**config.mk**
```make
export PLATFORM = sky130hd
export DESIGN_NAME = serial_sub
export DESIGN_NICKNAME = d
export VERILOG_FILES = /design/src/rtl/serial_sub.sv
export SDC_FILE = /design/constraint.sdc
export NUM_CORES = 1
export LEC_CHECK = 0
export BUFFER_PORTS_ARGS = -buffer_cell sky130_fd_sc_hd__buf_2
export CAP_MARGIN = 5
export CORE_MARGIN = 4
export CORE_UTILIZATION = 48
export CTS_BUF_LIST = sky130_fd_sc_hd__clkbuf_16
export DETAILED_ROUTE_END_ITERATION = 8
export PLACE_DENSITY_LB_ADDON = 0.2
export SLEW_MARGIN = 20
export SYNTH_ARGS = -nofsm -noshare
export SYNTH_HDL_FRONTEND = slang
export SYNTH_SLANG_ARGS = --single-unit
```
**constraint.sdc**
```tcl
create_clock -name clk -period 2.4 [get_ports clk]
set_clock_uncertainty 0.2 [all_clocks]
set_input_delay 0.48 -clock clk [delete_from_list [all_inputs] [get_ports clk]]
set_output_delay 0.48 -clock clk [all_outputs]
set_load 0.05 [all_outputs]
```
**src/rtl/serial_sub.sv**
```systemverilog
// Digit-serial subtractor: a - b - bin over WIDTH bits, DIGIT_W bits per clock.
// Define SERIAL_SUB_OVF_EN to add the signed-overflow output ovf.
module serial_sub #(
  parameter int WIDTH   = 8,
  parameter int DIGIT_W = 2
) (
  input  logic             clk,
  input  logic             rst_n,
  input  logic             start,
  input  logic [WIDTH-1:0] a,
  input  logic [WIDTH-1:0] b,
  input  logic             bin,
  output logic             busy,
  output logic             done,
  output logic [WIDTH-1:0] diff,
  output logic             bout
`ifdef SERIAL_SUB_OVF_EN
  ,
  output logic             ovf
`endif
);

  localparam int K  = WIDTH / DIGIT_W;
  localparam int CW = (K > 1) ? $clog2(K) : 1;

  typedef enum logic [1:0] {IDLE, RUN, DONE} state_t;

  state_t             state_q, state_d;
  logic [WIDTH-1:0]   a_q, a_d, b_q, b_d;
  logic               brw_q, brw_d;
  logic [CW-1:0]      cnt_q, cnt_d;
  logic [WIDTH-1:0]   diff_q, diff_d;
  logic               bout_q, bout_d;
  logic               load_en, shift_en, last_dig;
  logic [DIGIT_W:0]   dig_full;
  logic [DIGIT_W-1:0] dig;
  logic [WIDTH-1:0]   result_full;

  // One extra bit catches the borrow: the sum goes negative exactly when a_digit < b_digit + borrow.
  assign dig_full = {1'b0, a_q[DIGIT_W-1:0]} - {1'b0, b_q[DIGIT_W-1:0]}
                  - {{DIGIT_W{1'b0}}, brw_q};
  assign dig      = dig_full[DIGIT_W-1:0];
  assign last_dig = (cnt_q == CW'(K - 1));

  // Earlier digits live in res_q; the final digit is merged in combinationally on the last edge.
  generate
    if (K > 1) begin : g_res
      logic [WIDTH-DIGIT_W-1:0] res_q, res_d;
      logic [WIDTH-1:0]         res_cat;

      assign res_cat     = {dig, res_q};
      assign result_full = res_cat;

      always_comb begin
        res_d = res_q;
        if (load_en) begin
          res_d = '0;
        end else if (shift_en) begin
          res_d = res_cat[WIDTH-1:DIGIT_W];
        end
      end

      always_ff @(posedge clk or negedge rst_n) begin
        if (!rst_n) res_q <= '0;
        else        res_q <= res_d;
      end
    end else begin : g_nores
      assign result_full = dig;
    end
  endgenerate

`ifdef SERIAL_SUB_OVF_EN
  logic [1:0] msb_q, msb_d;
  logic       ovf_q, ovf_d;
`endif

  always_comb begin
    state_d  = state_q;
    a_d      = a_q;
    b_d      = b_q;
    brw_d    = brw_q;
    cnt_d    = cnt_q;
    diff_d   = diff_q;
    bout_d   = bout_q;
    load_en  = 1'b0;
    shift_en = 1'b0;
`ifdef SERIAL_SUB_OVF_EN
    msb_d    = msb_q;
    ovf_d    = ovf_q;
`endif
    case (state_q)
      IDLE: begin
        if (start) begin
          load_en = 1'b1;
          a_d     = a;
          b_d     = b;
          brw_d   = bin;
          cnt_d   = '0;
`ifdef SERIAL_SUB_OVF_EN
          msb_d   = {a[WIDTH-1], b[WIDTH-1]};
`endif
          state_d = RUN;
        end
      end
      RUN: begin
        shift_en = 1'b1;
        a_d      = a_q >> DIGIT_W;
        b_d      = b_q >> DIGIT_W;
        brw_d    = dig_full[DIGIT_W];
        cnt_d    = cnt_q + 1'b1;
        if (last_dig) begin
          diff_d  = result_full;
          bout_d  = dig_full[DIGIT_W];
`ifdef SERIAL_SUB_OVF_EN
          ovf_d   = (msb_q[1] ^ msb_q[0]) & (result_full[WIDTH-1] ^ msb_q[1]);
`endif
          state_d = DONE;
        end
      end
      DONE:    state_d = IDLE;
      default: state_d = IDLE;
    endcase
  end

  always_ff @(posedge clk or negedge rst_n) begin
    if (!rst_n) begin
      state_q <= IDLE;
      a_q     <= '0;
      b_q     <= '0;
      brw_q   <= 1'b0;
      cnt_q   <= '0;
      diff_q  <= '0;
      bout_q  <= 1'b0;
`ifdef SERIAL_SUB_OVF_EN
      msb_q   <= '0;
      ovf_q   <= 1'b0;
`endif
    end else begin
      state_q <= state_d;
      a_q     <= a_d;
      b_q     <= b_d;
      brw_q   <= brw_d;
      cnt_q   <= cnt_d;
      diff_q  <= diff_d;
      bout_q  <= bout_d;
`ifdef SERIAL_SUB_OVF_EN
      msb_q   <= msb_d;
      ovf_q   <= ovf_d;
`endif
    end
  end

  assign busy = (state_q == RUN);
  assign done = (state_q == DONE);
  assign diff = diff_q;
  assign bout = bout_q;
`ifdef SERIAL_SUB_OVF_EN
  assign ovf  = ovf_q;
`endif

endmodule

```
* Word-level counts from Yosys, hierarchy flattened
Index checks and enable logic that the tools add are counted.
Cells by class: $add $sub $neg 3, equal/unequal tests 5, mux-type cells 16, reduce and logical (&&, ||, !) cells 6
Operators by type and width (count):
- $pmux 8 s2 | 2
- $mux 8 | 2
- $mux 6 | 2
- $pmux 2 s2 | 2
- $mux 2 | 3
- $reduce_and 2->1 | 3
- $eq 2x2->1 const B | 2
- $mux 1 | 4
- $reduce_bool 2->1 | 2
- $sub 2x2->3 | 1
- $sub 3x1->3 | 1
- $add 2x1->2 const B | 1
- $eq 2x1->1 const B | 1
- $logic_not 2->1 | 1
- $ne 2x1->1 const B | 1
- $ne 2x2->1 const B | 1
- $pmux 1 s2 | 1
Word-level totals: bits in registers 36, bits of input ports 20, output and inout bits 11, logic and storage cells 38

* Depth between registers and ports, before layout
Gate-level depths: netlist of run 1.
word-level depth 4, mapped depth 7, depth with buffers taken out 7

* Least setup slack after synthesis of run 1
Ideal clock, no wire load.
path type register to register, from register a_q[0], to register diff_q[7], in the netlist diff[7], setup time 0.128 ns, data arrival time 2.124 ns, required time 2.072 ns, path slack -0.052 ns, stages on the path, launching flop included 7, buffers on the path 0, period minus slack after synthesis 2.452 ns, cell sequence dfrtp_1 > fa_1 > inv_1 > ha_1 > or2_2 > fa_1 > mux2_1
On the way: word-level cells in the longest chain between the ends 2
Ends and longest elaborated chain:
- start: declaration | RTL line 29 | logic [WIDTH-1:0] a_q, a_d, b_q, b_d;
- start signal: assignment | RTL line 128 | a_q <= '0;
- start signal: assignment | RTL line 140 | a_q <= a_d;
- $sub 2x2->3 | RTL line 40 | assign dig_full = {1'b0, a_q[DIGIT_W-1:0]} - {1'b0, b_q[DIGIT_W-1:0]}
- $sub 3x1->3 | RTL line 41 | - {{DIGIT_W{1'b0}}, brw_q};
- net dig_full[1] | RTL line 35 | logic [DIGIT_W:0] dig_full;
- end signal: assignment | RTL line 144 | diff_q <= diff_d;
- end: declaration | RTL line 32 | logic [WIDTH-1:0] diff_q, diff_d;
The timed path passes the listed nets, and every way through them passes these cells. A chain may end at the register's enable or synchronous reset.

* Worst setup path in the final report of run 1
from register b_q[0], to register diff_q[7], in the netlist diff[7]
On the way: word-level cells in the longest chain between the ends 2
Ends and longest elaborated chain:
- start: declaration | RTL line 29
- start signal: assignment | RTL line 129 | b_q <= '0;
- start signal: assignment | RTL line 141 | b_q <= b_d;
- $sub 2x2->3 | RTL line 40
- $sub 3x1->3 | RTL line 41
- net dig_full[1] | RTL line 35
The timed path passes the listed nets, and every way through them passes these cells.

==> results of run 1 <==
[final cells by class]
cell class / count / area (µm²) / share of cell area, %
clock buffers: 5 / 125.1 / 6.452
clock inverters: 3 / 13.76 / 0.7097
inverters: 8 / 30.03 / 1.548
multi-input cells: 83 / 619.3 / 31.94
flip-flops and latches: 36 / 900.9 / 46.45
well taps: 44 / 55.05 / 2.839
repair buffers: 36 / 195.2 / 10.06
[logic make-up (layout without fill, tap and decap cells)]
| kind of cell | Yosys count | in the layout | share of synthesized area (%) |
|---|---|---|---|
| buffers and inverters | 16 | 52 | 4.984 |
| adder cells (fa/ha/maj) | 5 | 5 | 4.905 |
| AND/OR/NAND/NOR | 18 | 18 | 5.934 |
| XOR/XNOR | 1 | 1 | 0.5539 |
| multiplexers | 7 | 7 | 4.984 |
| flip-flops | 36 | 36 | 56.96 |
| AO/OA/AOI/OAI | 52 | 52 | 21.68 |
[Yosys cell counts, types with 2 or more instances]
master      n  area (µm²)
a2bb2oi_1   3       26.28
fa_1        2       40.04
nand2_1     7       26.28
mux2_1      5       56.30
o21ai_0     9       45.04
ha_1        3       37.54
or2_2       2       12.51
buf_2       5       25.02
o22ai_1    19       118.9
a22o_1      6       52.55
nand2b_1    3       18.77
nor2_1      3       11.26
mux2_2      2       22.52
a21oi_1     9       45.04
dfrtp_1    36       900.9
inv_1       6       22.52
inv_2       2       7.510
[worst paths after layout]
check / startpoint / to / depth (start not counted) / slack [ns]
worst max-delay path: b_q[0]$_DFFE_PN0P_ / diff[7]$_DFFE_PN0P_ / 7 / -0.03
worst min-delay path: rst_n / diff[2]$_DFFE_PN0P_ / 1 / 0.08
worst max register to register: b_q[0]$_DFFE_PN0P_ / diff[7]$_DFFE_PN0P_ / 7 / -0.03
worst min register to register: diff[6]$_DFFE_PN0P_ / diff[6]$_DFFE_PN0P_ / 2 / 0.27
max in group asynchronous: rst_n / b_q[1]$_DFFE_PN0P_ / 1 / 1.42
min in group clk: b[7] / b_q[7]$_DFFE_PN0P_ / 3 / 0.25
[power breakdown]
part	internal, mW	switching [mW]	leakage [nW]	total, mW
combinational	0.658	0.880	0.414	1.54
sequential	0.892	0.201	0.446	1.09
clock	0.376	0.222	0.0710	0.598
[state kept, by name (all words and copies together), names as in the netlist]
register	count
a_q	8
b_q	8
bout	1
brw_q	1
cnt_q	2
diff	8
g_res.res_q	6
state_q	2
[through the flow]
step | utilization [%] | setup TNS, ns | hold WS, ns | instances | power, mW
floorplan | - | -0.01940 | -0.01559 | 135 | 2.246
global placement | 57.66 | -0.01455 | 0.2598 | 207 | 2.544
detailed placement | 57.66 | -0.1168 | 0.2697 | 207 | 2.614
CTS | 62.22 | -0.1019 | 0.1113 | 215 | 3.237
global route | 62.50 | -0.2096 | 0.1637 | 215 | 3.466
finish | 62.50 | -0.02953 | 0.08098 | 215 | 3.229
[layer usage]
metal  share of wire, %  routed length [µm]  vias up  global-route usage, %
li1                   -                   -      568                      -
met1                 44                1420      592                  21.71
met2                 48                1545       36                  27.05
met3                5.3                 171        6                  5.128
met4                1.9                  61        0                  9.067
met5                  0                   0        -                      0
[what timing repair did]
item,CTS,global route
gates resized for setup,2,2
pin swaps,1,0
buffers inserted,0,0
endpoints found under the setup margin,2,3
==> impl_results.md, run 1 <==
- Detail Route Antenna Nets: 0
- Overflow left after global routing: 0
- RSZ-0062 raised after global routing: yes
- Vias/cell: around 5.6
- Fin. Hold Viols: 0
- VDD IR max: approximately 0.64 mV
- Post-route cell area: between 0.0015 and 0.002 mm²
- FP Rows: 20
- Final period util: 101.2%
- Die X: between 60 and 70 µm
- Post-synth EDFFs: 0
- First DRT Iteration DRCs: 76
- Synth Warn #: 0
- Status: complete, but fails checks
- GPL Wtd Cong: just under 0.8
- Crit path cell chain: inv_2, fa_1, inv_1, ha_2, or2_4, fa_2, mux2_4
- P_leak: between 0.9 and 1 nW
- Post-Place Cell Area: around 0.0018 mm²
- Cells after Synth: ~140
- Startpoint types: flop
- Fill count: 284
- Most frequent cells in the layout: dfrtp_1, buf_2, o22ai_1, a21oi_1, o21ai_0
- Largest net degree at the start of global routing: 37
- Worst Tran Pin Value: 0.7735 ns
- Clk sinks: 36
- CP delay by family, top: adder cells
- Initial Utilization: 50.97%
- PwrDens: roughly 1700 mW/mm²
- Nets: 195
- Fraction of registers with async set/reset: 100.0%
- I/O pins: 31
- Routed length per instance: between 10 and 15 µm
- Max-cap violations: 0
- # setup viols final: 1
- # DRC: 0
- Core Region: 0.003103 mm²
- Rel. slew slack: around half
- Final HPWL DP: about 2.3 mm
- Hold_buf cts: 0
- Worst-path maximum fanout: 2
- Share of cells above drive strength 1: ~33%
- Root Driver: clkbuf_16
- WP data required: 2.36 ns
- Fin. max-slew vios: 0
- Dpl ws: -0.08898 ns
- Synthesized Nets: 160
- Die H: 65.40 µm
- DRT Wirelength: approximately 3.2 mm
- Slowest library cell on the worst path: fa_1
- Total Routing Usage GR: 17.33%
- DR vias: 1202
- Sequential-to-total area share from yosys stat: about 57%
- Die ar.: roughly 0.0043 mm²
- Distinct cells, synth: 30
- First-pass GRT wire length: between 5 and 6 mm
- WS Path Type: flop to flop
- Hold crit path type: primary input to asynchronous set/reset pin
- Clock Latency Late Sink: between 0.2 and 0.3 ns
- CP endpoint kind: flop
- Num CTS Buffers: 5
- Vias in the first global route: about 1200
- Commonest non-fill, non-tap cell in the layout: dfrtp_1
- Failing checks: setup timing
- Longest Clk Path Bufs: 2
- Synth Cell Area: 0.001582 mm²
- Setup ws final: -0.02953 ns
- WP data arrival: ~2.4 ns
- CP max stage delay: roughly 0.56 ns
- CTS tree: done
- Initial antenna violation count: 0
- Tmin final: 2.430 ns
- #FFs+latches synth: 36
- Mean Syn Cell Area: ~12 µm²
- Antenna cells: 0
- DR pass1 iterations: 4
- Clock slew at reported path FFs: around 0.05 ns
- FMAX: a little over 0.4 GHz
- Number of I/O port buffers: 30
- CP bufs+invs: 2
- Top FF cell, synth: dfrtp_1
- H-tree Lvls: 2
- Area growth syn-to-layout: 22.63%
Power figures use the tool's default switching activity.
==> run 2: changes to the inputs <==
==> constraint.sdc (replaced) <==
create_clock -name clk -period 2.11 [get_ports clk]
set_clock_uncertainty 0.2 [all_clocks]
set_input_delay 0.422 -clock clk [delete_from_list [all_inputs] [get_ports clk]]
set_output_delay 0.422 -clock clk [all_outputs]
set_load 0.05 [all_outputs]
==> run 2 against run 1 <==
  * The flow still finishes with violations (setup timing)
  * First-iteration DRC count grew 17%
  * Sequential cell count is the same
  * Non-clock buffer count grew 5
  * Clock power grew 11%
  * Total power grew 15%
  * Cell count grew 1.9%
  * Sequential share of layout area shrank 0.94 points
  * Largest cell class unchanged
==> impl_results.md, run 2 (synthesis results as in run 1) <==
- RSZ-0062 raised after global routing: yes (unchanged)
- Clock Latency Late Sink: 0.27 ns (about the same)
- WP data required: 2.06 ns (was 2.36 ns)
- CP endpoint kind: flop (unchanged)
- Crit path from: b_q[0]$_DFFE_PN0P_ (unchanged)
- Worst-path maximum fanout: 2 (unchanged)
- Area growth syn-to-layout: 25.16% (was 22.63%)
- First-pass GRT wire length: 6.044 mm (was 5.520 mm)
- H-tree Lvls: 2 (unchanged)
- Routed length per instance: 15.23 µm (was 14.88 µm)
- FP Rows: 20 (unchanged)
- Most frequent cells in the layout: dfrtp_1, buf_2, o22ai_1, buf_4, a21oi_1 (was dfrtp_1, buf_2, o22ai_1, a21oi_1, o21ai_0)
- Total Routing Usage GR: 18.55% (was 17.33%)
- Overall Power: 3.714 mW (was 3.229 mW)
- Number of I/O port buffers: 30 (unchanged)
- Share of cells above drive strength 1: 33.71% (was 32.75%)
- WS Path Type: flop to flop (unchanged)
- Failing checks: setup timing (unchanged)
- Overflow left after global routing: 0 (unchanged)
- Startpoint types: flop (unchanged)
- PwrDens: 1877 mW/mm² (was 1665 mW/mm²)
- Commonest non-fill, non-tap cell in the layout: dfrtp_1 (unchanged)
- Initial antenna violation count: 0 (unchanged)
- Cell Count, Final, Fillers Out: 219 (was 215)
- Status: complete, but fails checks (unchanged)
- Die ar.: 0.004277 mm² (unchanged)
- Hold crit path type: primary input to flop (was primary input to asynchronous set/reset pin)
- Reg2Reg Depth: 7 (unchanged)
- HP Start: b[7]
- Largest net degree at the start of global routing: 37 (unchanged)
- Root Driver: clkbuf_16 (unchanged)
- Longest Clk Path Bufs: 2 (unchanged)
- Detail Route Antenna Nets: 0 (unchanged)
- Final period util: 114.3% (was 101.2%)
- Met1 Resource Use GR: 21.71% (unchanged)
- Fin. Hold Viols: 0 (unchanged)
- DR vias: 1200 (was 1202)
- WP data arrival: 2.36 ns (was 2.39 ns)
- # DRC: 0 (unchanged)
- Clk sinks: 36 (unchanged)
- Vias in the first global route: 1325 (was 1212)
- DR pass1 iterations: 4 (unchanged)
- Fin. max-slew vios: 0 (unchanged)
- GR Layer Usage met3: 4.103% (was 5.128%)
- P_leak: 0.9506 nW (was 0.9310 nW)
- Die H: 65.40 µm (unchanged)
- Setup ws final: -0.3017 ns (was -0.02953 ns)
- VDD IR max: 0.6778 mV (was 0.6441 mV)
- FMAX: 0.4146 GHz (was 0.4116 GHz)
- Fill count: 295 (was 284)
- Clock slew at reported path FFs: 0.05 ns (about the same)
- Multi-input combinational cell area: 623.1 µm² (was 619.3 µm²)
- Antenna cells: 0 (unchanged)
- GPL Wtd Cong: 0.8422 (was 0.7900)
- First DRT Iteration DRCs: 89 (was 76)
- DRT Wirelength: 3.335 mm (was 3.199 mm)
- R2r startpoint: b_q[0]$_DFFE_PN0P_ (unchanged)
- Max-cap violations: 0 (unchanged)
- CTS tree: done (unchanged)
- Vias/cell: 5.479 (was 5.591)
- Post-Route Setup TNS: -0.7460 ns (was -0.02953 ns)
- Smallest hold slack: 0.1930 ns (was 0.08098 ns)
- Grt met2 use: 33.25% (was 27.05%)
- Rel. slew slack: 69.94% (was 48.43%)
- Initial Utilization: 50.97% (unchanged)
- Final HPWL DP: 2.391 mm (was 2.305 mm)
- Tmin final: 2.412 ns (was 2.430 ns)
- Storage cell area: 900.9 µm² (unchanged)
- Nets: 200 (was 195)
- # setup viols final: 4 (was 1)
- Die X: 65.40 µm (unchanged)
- Num CTS Buffers: 5 (unchanged)
- Min-Delay Path Depth: 3
- Most used routing layer in global routing: met2 (unchanged)
- Cells after DPL: 209 (was 207)
- I/O pins: 31 (unchanged)
- Core Region: 0.003103 mm² (unchanged)
- Worst Tran Pin Value: 0.4505 ns (was 0.7735 ns)
## run 2: cell types whose count changed in the layout (fill, tap and decap cells not counted)
cell / delta
buf_4: +4
clkinv_2: -2
buf_2: -1
clkbuf_4: +1
clkinv_1: +1
dlygate4sd3_1: +1
o21ai_0: -1
o21ai_2: +1
## run 2: final cells by class
cell class	count	area share, %
clock buffer	5	6.321
clock inverter	2	0.3793
inverter	8	1.517
multi-input combinational	83	31.48
sequential	36	45.51
tap	44	2.781
timing repair buffer	41	12.01
## run 2: worst max-delay path, stage by stage, from the launching register on
cell and delay (ns):
dfrtp_1 0.35, inv_2 0.04, fa_1 0.56, inv_1 0.05
ha_2 0.15, or2_4 0.23, fa_2 0.44, mux2_4 0.27
## run 2: per-layer routing
metal	share of wire [%]	routed length, µm
met1	43	1430
met5	0	0
met4	0.57	19
met3	4.0	135
met2	52	1750
## run 2: power breakdown
part           leakage, nW  internal (mW)  switching (mW)  total [mW]
sequential           0.446           1.02           0.218        1.23
clock               0.0648          0.421           0.240       0.661
combinational        0.440          0.791            1.03        1.82
total                0.951           2.23            1.49        3.71
## run 2: repair_timing
| action | in CTS | in global routing |
|---|---|---|
| hold endpoints to repair | 36 | 0 |
| setup endpoints to repair | 4 | 5 |
| setup buffers | 1 | 1 |
| gates cloned | 0 | 0 |
| pin swaps | 3 | 0 |
| resized for setup | 1 | 2 |
| hold buffers | 1 | 0 |
## run 2: final timing paths
path / to / slack [ns]
setup / recovery: diff[7]$_DFFE_PN0P_ / -0.30
max in group asynchronous: b_q[5]$_DFFE_PN0P_ / 0.87
setup reg to reg: diff[7]$_DFFE_PN0P_ / -0.30
min in group asynchronous: diff[3]$_DFFE_PN0P_ / 0.52
hold reg to reg: diff[6]$_DFFE_PN0P_ / 0.28
hold / removal: b_q[7]$_DFFE_PN0P_ / 0.19
## run 2: metrics by stage
step	worst slack (ns)	instance area (µm²)	utilization, %
after floorplan	-0.2769	1599	-
after global placement	-0.2712	1815	58.51
after detailed placement	-0.3239	1815	58.51
after CTS	-0.3113	1966	63.35
after global routing	-0.3889	1979	63.79
final	-0.3017	1979	63.79
